`src/rtl/axis_decimator_sched.sv`:
```
// ----------------------------------------------------------------------------
// axis_decimator_sched
//
// Shared-decimator scheduler. Several slave AXI-stream sample inputs are
// arbitrated round-robin onto one decimation datapath. Each channel keeps its
// own decimation factor and sample counter. One of every `factor` accepted
// samples of a channel is forwarded to a registered master AXI-stream output,
// tagged with the source channel on m_axis_tdest.
//
// Optional feature macro: DECIMATOR_SCHED_STATS_EN
//   When defined, adds the 16-bit saturating stall_count output. It counts
//   cycles in which the selected channel had a hit that could not be taken
//   because the output register was full. Any cfg_write clears it.
//
// Ports
//   aclk, reset      : clock (rising edge) and asynchronous active-high reset
//   enable           : 1 = samples may be accepted
//   cfg_write        : 1-cycle strobe, writes cfg_factor into cfg_channel
//   cfg_channel      : target channel of the config write (out of range = ignored)
//   cfg_factor       : new decimation factor (0 behaves as 1)
//   s_axis_tdata     : packed inputs, channel k at [k*W +: W]
//   s_axis_tvalid    : per-channel valid
//   s_axis_tready    : per-channel ready, one-hot or zero
//   m_axis_tdata     : decimated sample
//   m_axis_tdest     : source channel of m_axis_tdata
//   m_axis_tvalid    : output valid
//   m_axis_tready    : downstream ready
//   stall_count      : blocked-hit cycle counter (macro builds only)
// ----------------------------------------------------------------------------
module axis_decimator_sched #(
    parameter int axis_data_width        = 32,
    parameter int n_channels             = 4,
    parameter int channel_width          = 2,
    parameter int decimator_factor_width = 8,
    parameter int default_factor         = 10
) (
    input  logic                                  aclk,
    input  logic                                  reset,
    input  logic                                  enable,
    input  logic                                  cfg_write,
    input  logic [channel_width-1:0]              cfg_channel,
    input  logic [decimator_factor_width-1:0]     cfg_factor,
    input  logic [n_channels*axis_data_width-1:0] s_axis_tdata,
    input  logic [n_channels-1:0]                 s_axis_tvalid,
    output logic [n_channels-1:0]                 s_axis_tready,
`ifdef DECIMATOR_SCHED_STATS_EN
    output logic [15:0]                           stall_count,
`endif
    output logic [axis_data_width-1:0]            m_axis_tdata,
    output logic [channel_width-1:0]              m_axis_tdest,
    output logic                                  m_axis_tvalid,
    input  logic                                  m_axis_tready
);

    localparam int W  = axis_data_width;
    localparam int FW = decimator_factor_width;
    localparam int SW = $clog2(n_channels);

    logic [FW-1:0]         r_factor  [n_channels];
    logic [FW-1:0]         r_counter [n_channels];
    logic [SW-1:0]         r_ptr;
    logic                  r_m_tvalid;
    logic [W-1:0]          r_m_tdata;
    logic [channel_width-1:0] r_m_tdest;

    logic                  w_found;
    logic [SW-1:0]         w_sel;
    logic [FW-1:0]         w_fac_sel;
    logic [FW-1:0]         w_eff_sel;
    logic                  w_hit;
    logic                  w_out_free;
    logic                  w_accept;
    logic                  w_load;
    logic                  w_blocked;
    logic                  w_cfg_valid;
    logic [SW-1:0]         w_cfg_idx;
    logic [SW-1:0]         w_ptr_next;
    logic [W-1:0]          w_sel_data;
    logic [n_channels-1:0] w_tready;

    // Round-robin search: first valid channel at or after the pointer.
    always_comb begin
        int idx;
        w_found = 1'b0;
        w_sel   = '0;
        idx     = 0;
        for (int i = 0; i < n_channels; i++) begin
            idx = int'(r_ptr) + i;
            if (idx >= n_channels) begin
                idx = idx - n_channels;
            end
            if (!w_found && s_axis_tvalid[SW'(idx)]) begin
                w_found = 1'b1;
                w_sel   = SW'(idx);
            end
        end
    end

    assign w_fac_sel  = r_factor[w_sel];
    assign w_eff_sel  = (w_fac_sel == '0) ? FW'(1) : w_fac_sel;
    assign w_hit      = (r_counter[w_sel] == (w_eff_sel - FW'(1)));
    assign w_out_free = !r_m_tvalid || m_axis_tready;

    // A blocked hit stalls the whole scheduler so it is never bypassed.
    // Reset gating keeps tready low while reset is asserted.
    assign w_accept   = !reset && enable && w_found && (!w_hit || w_out_free);
    assign w_load     = w_accept && w_hit;
    assign w_blocked  = enable && w_found && w_hit && !w_out_free;

    assign w_cfg_valid = cfg_write && (int'(cfg_channel) < n_channels);
    assign w_cfg_idx   = SW'(cfg_channel);
    assign w_ptr_next  = (int'(w_sel) == n_channels - 1) ? '0 : w_sel + SW'(1);
    assign w_sel_data  = s_axis_tdata[int'(w_sel)*W +: W];

    always_comb begin
        w_tready = '0;
        if (w_accept) begin
            w_tready[w_sel] = 1'b1;
        end
    end

    assign s_axis_tready = w_tready;

    // Per-channel factor/counter state; a config write beats a same-cycle accept.
    always_ff @(posedge aclk or posedge reset) begin
        if (reset) begin
            for (int k = 0; k < n_channels; k++) begin
                r_factor[k]  <= FW'(default_factor);
                r_counter[k] <= '0;
            end
            r_ptr <= '0;
        end else begin
            for (int k = 0; k < n_channels; k++) begin
                if (w_cfg_valid && (w_cfg_idx == SW'(k))) begin
                    r_factor[k]  <= cfg_factor;
                    r_counter[k] <= '0;
                end else if (w_accept && (w_sel == SW'(k))) begin
                    r_counter[k] <= w_hit ? '0 : r_counter[k] + FW'(1);
                end
            end
            if (w_accept) begin
                r_ptr <= w_ptr_next;
            end
        end
    end

    // Output register: load wins over drain, data held while stalled.
    always_ff @(posedge aclk or posedge reset) begin
        if (reset) begin
            r_m_tvalid <= 1'b0;
            r_m_tdata  <= '0;
            r_m_tdest  <= '0;
        end else if (w_load) begin
            r_m_tvalid <= 1'b1;
            r_m_tdata  <= w_sel_data;
            r_m_tdest  <= channel_width'(w_sel);
        end else if (m_axis_tready) begin
            r_m_tvalid <= 1'b0;
        end
    end

    assign m_axis_tvalid = r_m_tvalid;
    assign m_axis_tdata  = r_m_tdata;
    assign m_axis_tdest  = r_m_tdest;

`ifdef DECIMATOR_SCHED_STATS_EN
    logic [15:0] r_stall_count;

    always_ff @(posedge aclk or posedge reset) begin
        if (reset) begin
            r_stall_count <= '0;
        end else if (cfg_write) begin
            r_stall_count <= '0;
        end else if (w_blocked && (r_stall_count != 16'hFFFF)) begin
            r_stall_count <= r_stall_count + 16'd1;
        end
    end

    assign stall_count = r_stall_count;
`else
    logic w_unused_blocked;
    assign w_unused_blocked = w_blocked;
`endif

endmodule

```
`config.mk`:
```
export PLATFORM = sky130hd
export DESIGN_NAME = axis_decimator_sched
export DESIGN_NICKNAME = d
export VERILOG_FILES = /design/src/rtl/axis_decimator_sched.sv
export SDC_FILE = /design/constraint.sdc
export NUM_CORES = 1
export LEC_CHECK = 0
export CAP_MARGIN = 20
export CORE_UTILIZATION = 29
export DETAILED_ROUTE_END_ITERATION = 7
export PLACE_DENSITY = 0.64
export SLEW_MARGIN = 5
export SYNTH_ARGS = -nofsm -noshare
export SYNTH_HDL_FRONTEND = slang
export SYNTH_SLANG_ARGS = --single-unit
```
`constraint.sdc`:
```
create_clock -name aclk -period 8.7 [get_ports aclk]
set_input_delay 2.61 -clock aclk [delete_from_list [all_inputs] [get_ports aclk]]
set_output_delay 2.61 -clock aclk [all_outputs]
set_load 0.005 [all_outputs]
```
# Word-level counts from Yosys, hierarchy flattened
# Index checks and enable logic that the tools add are counted.
# word_totals
regBits	101
word_cells	127
output_inout_bits	39
in_bits	147
# op_classes
reduce_logical	32
n_mux	49
shift	1
bitwise	1
addsub	13
eq_ne	8
magnitude_cmp	11
# op_table
cell	count
8-bit two-way mux	17
128-bit by 8-bit variable part select with 32-bit output	1
8-bit by 1-bit adder with 8-bit output (second input constant)	4
8-bit binary-select mux with 2-bit select	2
2-bit two-way mux	9
1-bit logical AND	16
2-bit by 4-bit < comparator with 1-bit output (second input constant)	4
1-bit two-way mux	15
3-bit greater-or-equal comparator (second input constant)	4
2-bit nonzero test	5
1-bit binary-select mux with 2-bit select	4
2-bit equality test (second input constant)	4
8-bit equality test	1
8-bit zero test	1
2-bit by 1-bit subtractor with 2-bit output (second input constant)	4
8-bit by 1-bit subtractor with 8-bit output (second input constant)	1
2-bit by 2-bit adder with 3-bit output (second input constant)	2
2-bit by 1-bit equality test with 1-bit output (second input constant)	3
1-bit zero test	6
2-bit zero test	2
4-bit two-way mux	1
2-bit by 1-bit adder with 3-bit output (second input constant)	1
2-bit by 3-bit greater-or-equal comparator with 1-bit output (second input constant)	1
2-bit by 3-bit < comparator with 1-bit output (second input constant)	1
other kinds (5)	6

# Logic depth before layout (Yosys ltp)
# depth
depth_word	29
ltp_mapped	20
mapped_depth_nobuf	17

# Worst setup path before layout
# OpenSTA, ideal clock, no wires.
# synth_timing
kind	input to output
start	in reset
end	out s_axis_tready[0]
arrival_ns	5.763
t_required_ns	6.090
n_path_buf	1
path_slack_ns	0.327
path_stages	5
path_cell_list	inv_1 -> and3_1 -> clkbuf_1 -> nand2_1 -> a21oi_1
# synth_between
elab_chain_cells	5
# synth_rtl
element	line	source
start: declaration	38	input logic reset,
1-bit zero test (no line)	-	
1-bit logical AND (3 in series)	106	assign w_accept = !reset && enable && w_found && (!w_hit || w_out_free);
4-bit two-way mux	117	if (w_accept) begin
end: declaration	45	output logic [n_channels-1:0] s_axis_tready,
# No other way between the ends.

# Worst setup path after layout
# layout_timing
start	in s_axis_tvalid[2]
end	out s_axis_tready[0]
# layout_between
elab_chain_cells	25
elab_cells_between_ends	47
classes_between	1 x add/sub; 2 x order compare; 1 x eq/ne; 30 x mux; 1 x bitwise; 12 x reduce/logical
# layout_rtl
element	line	source
start: declaration	44	input logic [n_channels-1:0] s_axis_tvalid,
1-bit binary-select mux with 2-bit select	92	if (!w_found && s_axis_tvalid[SW'(idx)]) begin
1-bit two-way mux (not written as such) (2 in series)	92	
1-bit two-way mux	92	
1-bit zero test	92	
1-bit logical AND	92	
1-bit two-way mux	92	
1-bit zero test	92	
1-bit logical AND	92	
[... 8 more ...]	-	
8-bit zero test	100	assign w_eff_sel = (w_fac_sel == '0) ? FW'(1) : w_fac_sel;
8-bit two-way mux	100	
8-bit by 1-bit subtractor with 8-bit output	101	assign w_hit = (r_counter[w_sel] == (w_eff_sel - FW'(1)));
8-bit equality test	101	
1-bit zero test	106	
1-bit logical OR	106	
1-bit logical AND	106	
4-bit two-way mux (*)	117	
# Every way passes the cells marked *; elsewhere a longest branch is shown, timed or not. The select of a mux whose other input is x is not followed.

==> reports/metrics.csv <==
stage,metric,value,unit
run_status,status,"finished, final reports clean",
place,hpwlAfterDp,16700,um
grt,antenna_found_initial,1,
die,pin_count,186,
grt,grt_first_pass_wirelength,36700,um
place,place.gp.congestion,0.888,
clock_tree,cts_tree,done,
yosys,synth_top_cell_area_share,0.347,
detailed_routing,dr_total_vias,6902,
worst_setup_path,arrival,5.94,ns
die,rows,55,
yosys,synthTopCellsByArea,"dfrtp_1 35%, nand2_1 14%, mux2_4 6.3%",
timing,min_period,8.55,ns
worst_setup_path,crit_path_end_kind,primary output,
place,dp.cells,1303,
yosys,ys_ff_latch,101,
detailed_routing,routed_wl,23200,um
worst_setup_path,worstRegToRegCells,17,
grt,overflow,0,
place,placement.io_buffers,185,
flow_run,drv_cap,0,
yosys,synthArstFlopShare,1.00,
worst_setup_path,crit_buf_inv,5,
die,start_util,0.296,
grt,grt_pass1_vias,6657,
detailed_routing,wl_per_cell,17.5,um
cells_and_area,nNetsFinal,1191,
grt,grt_max_degree,68,
timing,grt_setup_unrepaired,no,
cells_and_area,fillCellCount,2228,
timing,finalClockSkew,0.0108,ns
yosys,synthesis.area,6710,um^2
worst_setup_path,cpPeakStageDelay,0.40,ns
clock_tree,cts-root-buf,clkbuf_16,
die,die_w,154,um
clock_tree,ctsHoldBuffers,0,
worst_setup_path,cp_common_cell,buf_4,
worst_setup_path,critPathLaunchType,input pin,
cells_and_area,drive_gt1_frac,0.177,
timing,drv_slew,0,
clock_tree,clock-sinks,101,
cells_and_area,final_core_util,0.427,
yosys,synth_ff_type,dfrtp_1,
yosys,syn-num-nets,976,
cells_and_area,final_cells,1326,
detailed_routing,drtIter0Drc,547,
detailed_routing,ant_nets,0,
min_path,hp-class,register to register,
yosys,postSynthCellCount,820,
detailed_routing,drtPass1Iterations,5,
worst_setup_path,cp_slowest_cell,or3_4,
power,cellPowerDensity,246,nW/um^2
die,core_area,22600,um^2
grt,grt_usage,0.196,
cells_and_area,area_delta_synth_final,43.9,%
timing,finalSetupViolations,0,
yosys,syn_avg_cell_area,8.19,um^2
worst_setup_path,path_depth,18,
clock_tree,htree_levels,3,
detailed_routing,drc,0,
clock_tree,clkTransAtPathRegs,0.08,ns
worst_setup_path,critPathKind,input pin to primary output,
power,ir_drop,0.102,mV
detailed_routing,vias_per_cell,5.21,
worst_setup_path,crit_fanout,11,
timing,finalCritPeriodShare,0.982,
clock_tree,cts_buffer_depth,2,
worst_setup_path,path_cells,dlygate4sd2_1 -> nor2b_4 -> nor2b_2 -> or3_4 -> inv_6 -> nand3_1 -> a22oi_2 -> and4_1 -> nor2_2 -> ha_2 -> a21oi_1 -> a2111oi_4 -> o21ai_2 -> a221oi_2 -> buf_4 -> buf_4 -> a21oi_4 -> clkdlybuf4s15_1,
yosys,yosysWarnings,0,
min_path,holdPathStages,2,
clock_tree,cts_buffers,9,
worst_setup_path,critPathRequiredTime,6.09,ns
yosys,synth.most_common_cell,nand2_1,
yosys,synth-edff-count,0,
yosys,synth_common_cells,"256 x nand2_1, 93 x dfrtp_1, 56 x and3_1, 52 x nand3_1, 38 x clkbuf_1",
yosys,ys_types,65,
timing,slew_headroom,0.438,
timing,holdWs,0.472,ns
yosys,synth-seq-area-share,0.378,
worst_setup_path,crit_family,simple AND/OR/NAND/NOR gates,
die,die_h,154,um
timing,max_freq,117,MHz
clock_tree,clk_latency,0.36,ns
timing,worst_slew_pin_slew,0.843,ns
power,p_leak,0.00441,uW
die,dieArea,23800,um^2
timing,hold_viol,0,
yosys,yosys.area.top_type,dfrtp_1,
[flip-flops by register name, summed over array words and instances (netlist names)]
name           flops
r_factor          32
m_axis_tdest       2
m_axis_tdata      32
r_counter         32
r_ptr              2
m_axis_tvalid      1
[where the power goes]
part / total (uW) / switching, uW / internal, uW / leakage (uW)
Combinational: 1290 / 620 / 667 / 0.00304
Sequential: 682 / 92.2 / 590 / 0.00123
Clock: 406 / 199 / 207 / 0.000139
[per-stage QoR]
stage               setup TNS (ns)  area [um^2]  setup WS [ns]  power (uW)
floorplan                        0         6710          0.327        1360
global placement             -2.42         9190         -0.629        1890
detailed placement           -2.87         9190         -0.741        1900
CTS                              0         9570       0.000680        2350
global route                     0         9660        0.00257        2550
finish                           0         9660          0.154        2370
[area by class of cell]
class	instances	area (um^2)	area share
Inverter	5	26.3	0.00272
Sequential cell	101	2540	0.263
Multi-Input combinational cell	661	4050	0.419
Clock inverter	6	55.1	0.00570
Timing Repair Buffer	257	2400	0.248
Tap cell	285	357	0.0369
Clock buffer	10	239	0.0247
Antenna cell	1	2.50	0.000259
[worst reg2reg max path, stage by stage, from the launching register on]
cell and delay [ns]:
dfrtp_1 0.49, mux2i_1 0.22, nor2_1 0.06, or3_4 0.42, inv_6 0.11, nand3_1 0.13
a22oi_2 0.22, and4_1 0.25, nor2_2 0.05, ha_2 0.32, a21oi_1 0.06, a2111oi_4 0.31
o21ai_2 0.13, buf_4 0.15, a21o_1 0.19, nor4_4 0.25, nand3_4 0.58, mux2_1 0.55
[layout by cell type, fill, tap and decap left out, drive strengths merged, types with 5 or more instances in the layout]
cell type	Yosys	layout
inv	5	7
a211oi	15	15
buf	16	75
dfrtp	93	93
a22o	9	9
nor3	7	7
mux2	40	40
clkdlybuf4s50	0	177
o21ai	23	23
and3	56	56
ha	9	9
o211ai	6	6
a21oi	19	19
or4	8	8
nor4b	5	5
a211o	9	9
or2	9	9
nand3	54	54
clkbuf	38	10
nor4	7	7
dfstp	8	8
nor2	25	25
a31oi	34	34
a22oi	6	6
or3	5	5
a21o	12	12
nor2b	6	6
nand2	256	256
[kinds of logic after synthesis]
family	synth area share
AND/OR/NAND/NOR	0.321
AO/OA/AOI/OAI	0.159
flip-flops	0.378
buffers and inverters	0.0391
multiplexers	0.0842
adder cells (fa/ha/maj)	0.0168
XOR/XNOR	0.00130
[path summary, 6_finish.rpt]
kind	from	endpoint	slack (ns)
worst max-delay path	s_axis_tvalid[2]	s_axis_tready[0]	0.15
worst min-delay path	r_factor[1]	r_factor[1]	0.47
worst max register to register	r_ptr[1]	m_axis_tdata[3]	4.09
worst min register to register	r_factor[1]	r_factor[1]	0.47
max in group asynchronous	reset	r_factor[12]	4.64
min in group asynchronous	reset	m_axis_tdata[24]	2.80
[routing by layer]
metal	GRT usage	share of wire	up-vias
met3	0.0375	0.063	32
met4	0.0581	0.017	0
met5	0	0	-
met1	0.256	0.45	3279
li1	-	-	3347
met2	0.329	0.47	244
[timing repair]
action / CTS / global route
gates cloned: 1 / 0
setup endpoints to repair: 4 / 4
pin swaps: 2 / 8
buffers inserted: 4 / 0
gates resized for setup: 32 / 19
(Power assumes the default switching activity.)
